`config.mk`:
```
export PLATFORM = sky130hd
export DESIGN_NAME = mul6_share_arb
export DESIGN_NICKNAME = d
export VERILOG_FILES = /design/src/rtl/mul6_share_arb.sv
export SDC_FILE = /design/constraint.sdc
export NUM_CORES = 1
export LEC_CHECK = 0
export CAP_MARGIN = 20
export CORE_MARGIN = 3
export CORE_UTILIZATION = 51
export DETAILED_ROUTE_END_ITERATION = 10
export PLACE_DENSITY_LB_ADDON = 0.25
export SYNTH_ARGS = -nofsm -noshare
export SYNTH_HDL_FRONTEND = slang
export SYNTH_SLANG_ARGS = --single-unit
```
`constraint.sdc`:
```
create_clock -name clk -period 4.02 [get_ports clk]
set_input_delay 0.804 -clock clk [delete_from_list [all_inputs] [get_ports clk]]
set_output_delay 0.804 -clock clk [all_outputs]
set_load 0.05 [all_outputs]
```
`src/rtl/mul6_share_arb.sv`:
```
// mul6_share_arb: round-robin arbiter sharing one 6x6 unsigned multiplier between two requesters.
// Define MUL6_SHARE_ARB_ACC_EN to give each requester its own accumulator (shared MAC).
module mul6_share_arb #(
    parameter int ACC_W = 16
) (
    input  logic             clk,
    input  logic             rst,
    input  logic             req0_valid,
    output logic             req0_ready,
    input  logic [5:0]       req0_a,
    input  logic [5:0]       req0_b,
    input  logic             req0_acc,
    input  logic             req1_valid,
    output logic             req1_ready,
    input  logic [5:0]       req1_a,
    input  logic [5:0]       req1_b,
    input  logic             req1_acc,
    output logic             resp_valid,
    input  logic             resp_ready,
    output logic [ACC_W-1:0] resp_data,
    output logic             resp_id,
    output logic             busy
);

    typedef enum logic [1:0] {IDLE, MUL, RESP} state_t;

    state_t           state, state_nx;
    logic             last_id;
    logic             grant_id;
    logic             accept;
    logic             id_q;
    logic [5:0]       a_q, b_q;
    logic [5:0]       sel_a, sel_b;
    logic [11:0]      product;
    logic [ACC_W-1:0] result_q, result_nx;

    // On contention the requester that did not win last time is granted.
    always_comb begin
        grant_id   = (req0_valid && req1_valid) ? ~last_id : ~req0_valid;
        req0_ready = 1'b0;
        req1_ready = 1'b0;
        if (state == IDLE && !rst) begin
            req0_ready = req0_valid && !grant_id;
            req1_ready = req1_valid && grant_id;
        end
        accept   = req0_ready || req1_ready;
        sel_a    = grant_id ? req1_a : req0_a;
        sel_b    = grant_id ? req1_b : req0_b;
        state_nx = state;
        case (state)
            IDLE:    if (accept) state_nx = MUL;
            MUL:     state_nx = RESP;
            RESP:    if (resp_ready) state_nx = IDLE;
            default: state_nx = IDLE;
        endcase
    end

    assign product = 12'(a_q) * 12'(b_q);

    always_ff @(posedge clk) begin
        if (rst) begin
            state    <= IDLE;
            last_id  <= 1'b1;
            id_q     <= 1'b0;
            a_q      <= '0;
            b_q      <= '0;
            result_q <= '0;
        end else begin
            state <= state_nx;
            if (accept) begin
                a_q     <= sel_a;
                b_q     <= sel_b;
                id_q    <= grant_id;
                last_id <= grant_id;
            end
            if (state == MUL) result_q <= result_nx;
        end
    end

`ifdef MUL6_SHARE_ARB_ACC_EN
    logic             acc_q;
    logic [ACC_W-1:0] acc_reg [2];

    always_comb begin
        result_nx = ACC_W'(product);
        if (acc_q) result_nx = acc_reg[id_q] + ACC_W'(product);
    end

    // The accumulator only commits once the consumer has taken the result.
    always_ff @(posedge clk) begin
        if (rst) begin
            acc_q      <= 1'b0;
            acc_reg[0] <= '0;
            acc_reg[1] <= '0;
        end else begin
            if (accept) acc_q <= grant_id ? req1_acc : req0_acc;
            if (state == RESP && resp_ready) acc_reg[id_q] <= result_q;
        end
    end
`else
    logic unused_acc;
    assign unused_acc = req0_acc ^ req1_acc;
    assign result_nx  = ACC_W'(product);
`endif

    assign resp_valid = (state == RESP);
    assign busy       = (state != IDLE);
    assign resp_data  = result_q;
    assign resp_id    = id_q;

endmodule

```
==> metrics.cfg <==
[placement]
io_buffers=45
gp_congestion=0.804
dpl.hpwl_um=3390
dpl_cell_area_sq_um=2720
dp_cells=339

[grt]
grt_pass1_wl_um=7940
antenna_found_initial=0
grtUsageTotal=0.184
grt_pass1_vias=1874
grt_max_degree=26
overflow=0

[drt]
wl_met1_um=1920
wl_met3_um=191
drc=0
drt_iter0_drc=68
drtAntennaViolNets=0
vias=1835
vias_per_cell=5.35
routed_wl_um=4340
wl_per_cell_um=12.6
dr_wl_met2_um=2210
drtPass1Iterations=4
top_layer_used=met4

[synth]
syn_area_sq_um=2270
async_reset_ff_frac=0
syn_inst=251
seq_area_frac_synth=0.247
yosysWarnings=0
synth_edf_count=0
synth.distinct_cells=44
synth_seq_cells=28
ys.flop_type=dfxtp_1
syn_avg_cell_area_sq_um=9.03

[worst_setup_path]
cp_cell_sequence=nand2_1, fa_1, fa_1, fa_1, inv_1, ha_1, a21oi_1, a21oi_1, and3b_1, nor4_1, a211o_1
critPathMaxStageDelay_ns=0.54
reg2reg_depth=11
critPathKind=flop to flop
r2r_end=resp_data[10]
startpoint=a_q[0]
cp_max_fo=7
worstSetupEndpointType=flop
cp.arrival_ns=3.74
cp_slowest_cell=fa_1
r2r-start=a_q[0]
required_ns=4.19
path_common_cell=fa_1
r2r_setup_slack_ns=0.45
cp-start-kind=flop
crit_path_end=resp_data[10]

[clock_tree]
cts_buffer_depth=2
cts.sinks=28
cts_made_buffers=3
cts-resized-gates=0
postCtsHoldBufs=0
cts.clk_slew.worst_paths_ns=0.10
cts_tree=yes
post-cts-setup-buffer-count=0
cts_htree_levels=1
cts_root_buf=clkbuf_8
worstSkewPairLatency_ns=0.28

[layout]
drive_gt1_frac=0.0887
fin_area_sq_um=2790
layout.nets=362
final_cell_count_no_fill=343
fin_util=0.673
antenna_cells=0
syn2layout_area_growth_pct=23.1

[die]
io_pins=52
die-area_sq_um=5280
core_area_sq_um=4140
fp.dieW_um=72.7
initial_utilization=0.547
row_count=23
die_h_um=72.7

[sta]
finalMaxSlewViolations=0
timing.final.crit_share=0.888
layout_min_cycle_time_ns=3.57
holdWs_ns=0.455
max_freq_ghz=0.280
rsz0062_at_grt=no
skew_ns=0.00226
setup_tns_ns=0
slew_headroom=0.472
hold_viol=0
setup_viol=0
worstMarginPinSlew_ns=0.790

[power]
p_seq_frac=0.423
power_density_nw_per_um2=275
internal-power_w=0.000523
power.net_switching_w=0.000245
switching_share=0.319
leakage_nw=1.29
clock_power_share=0.291
power_frac_comb=0.285
vdd_drop_max_mv=0.233

[worst_hold_path]
hold_path.class=flop to flop

[run]
cap_violations=0

[run_status]
status=complete, no violations

[registers in the layout, summed over array words and instances (netlist names)]
register   count
a_q            6
b_q            6
last_id        1
resp_data     12
resp_id        1
state          2
[critical path, delay by kind of cell, from the launching register on]
family / cells / cell delay, ns
simple gates: 3 / 0.43
fa+ha+maj: 4 / 1.88
buf+inv: 1 / 0.04
flops: 1 / 0.48
compound gates: 3 / 0.62
[Yosys cell counts, types with 4 or more instances]
cell type  instances  share of area
nand2_1           34          0.056
fa_1              17           0.15
a21oi_1           13          0.029
mux2i_1           14          0.062
nor2_1            16          0.026
and3_1             4          0.011
buf_4              5          0.017
ha_1              20           0.11
nand3_1            8          0.018
a211oi_1           5          0.017
inv_1             19          0.031
a211oi_2           8          0.044
and2_1            17          0.047
dfxtp_1           28           0.25
[cell families after synthesis]
group,Yosys count,synth area share
other,1,0.00165
multiplexers,14,0.0618
buffers and inverters,34,0.0728
AO/OA/AOI/OAI,38,0.137
adder cells (fa/ha/maj),37,0.260
AND/OR/NAND/NOR,97,0.211
XOR/XNOR,2,0.00773
flip-flops,28,0.247
[power groups by stage]
stage          combinational [W]  sequential (W)  clock (W)
2_1_floorplan           0.000146        0.000338          0
3_3_place_gp            0.000214        0.000330          0
3_5_place_dp            0.000219        0.000331          0
4_1_cts                 0.000222        0.000324   0.000231
5_1_grt                 0.000245        0.000329   0.000237
6_report                0.000219        0.000325   0.000224
[per-layer routing]
metal | GRT usage | vias up
li1 | - | 916
met4 | 0.0348 | 0
met1 | 0.244 | 882
met2 | 0.320 | 35
met5 | 0 | -
met3 | 0.0289 | 2
[final cells by class]
cell class / instances / area [sq um]
clock inverters: 1 / 30.0
flip-flops and latches: 28 / 561
inverters: 22 / 82.6
clock buffers: 3 / 41.3
well taps: 50 / 62.6
fillers: 374 / 1350
repair buffers: 47 / 460
multi-input cells: 192 / 1550
[through the flow]
step / power [W] / setup slack (ns)
detailed placement: 0.000550 / 0.502
finish: 0.000767 / 0.449
global route: 0.000811 / 0.252
floorplan: 0.000483 / 0.755
global placement: 0.000544 / 0.559
CTS: 0.000777 / 0.453
[cells in the final DEF (no fill, tap or decap), types with 2 or more instances in the layout]
master and count:
clkbuf_8 3, conb_1 4, nand2b_1 3, buf_4 4, a211oi_2 8, a31oi_1 2
a21oi_1 13, xor2_1 2, nand2_1 34, inv_2 2, nor2_1 16, a211oi_1 5
dfxtp_1 28, nor3_1 3, a21o_1 2, nand3_1 8, inv_1 19, ha_1 20
nand4_1 2, nor2_2 2, fa_1 17, and3_1 4, mux2i_1 14, clkdlybuf4s50_1 43
and2_1 17
[how the worst min path moves through the flow]
stage                               to    startpoint  slack, ns  cells past startpoint
after detailed placement  resp_data[8]  resp_data[8]       0.44                      2
after global routing      resp_data[8]  resp_data[8]       0.48                      2
final                     resp_data[6]  resp_data[6]       0.46                      2
after CTS                 resp_data[8]  resp_data[8]       0.46                      2
after floorplan           resp_data[0]        b_q[0]       0.50                      2
after global placement    resp_data[0]  resp_data[0]       0.44                      2
Power figures use the tool's default switching activity.
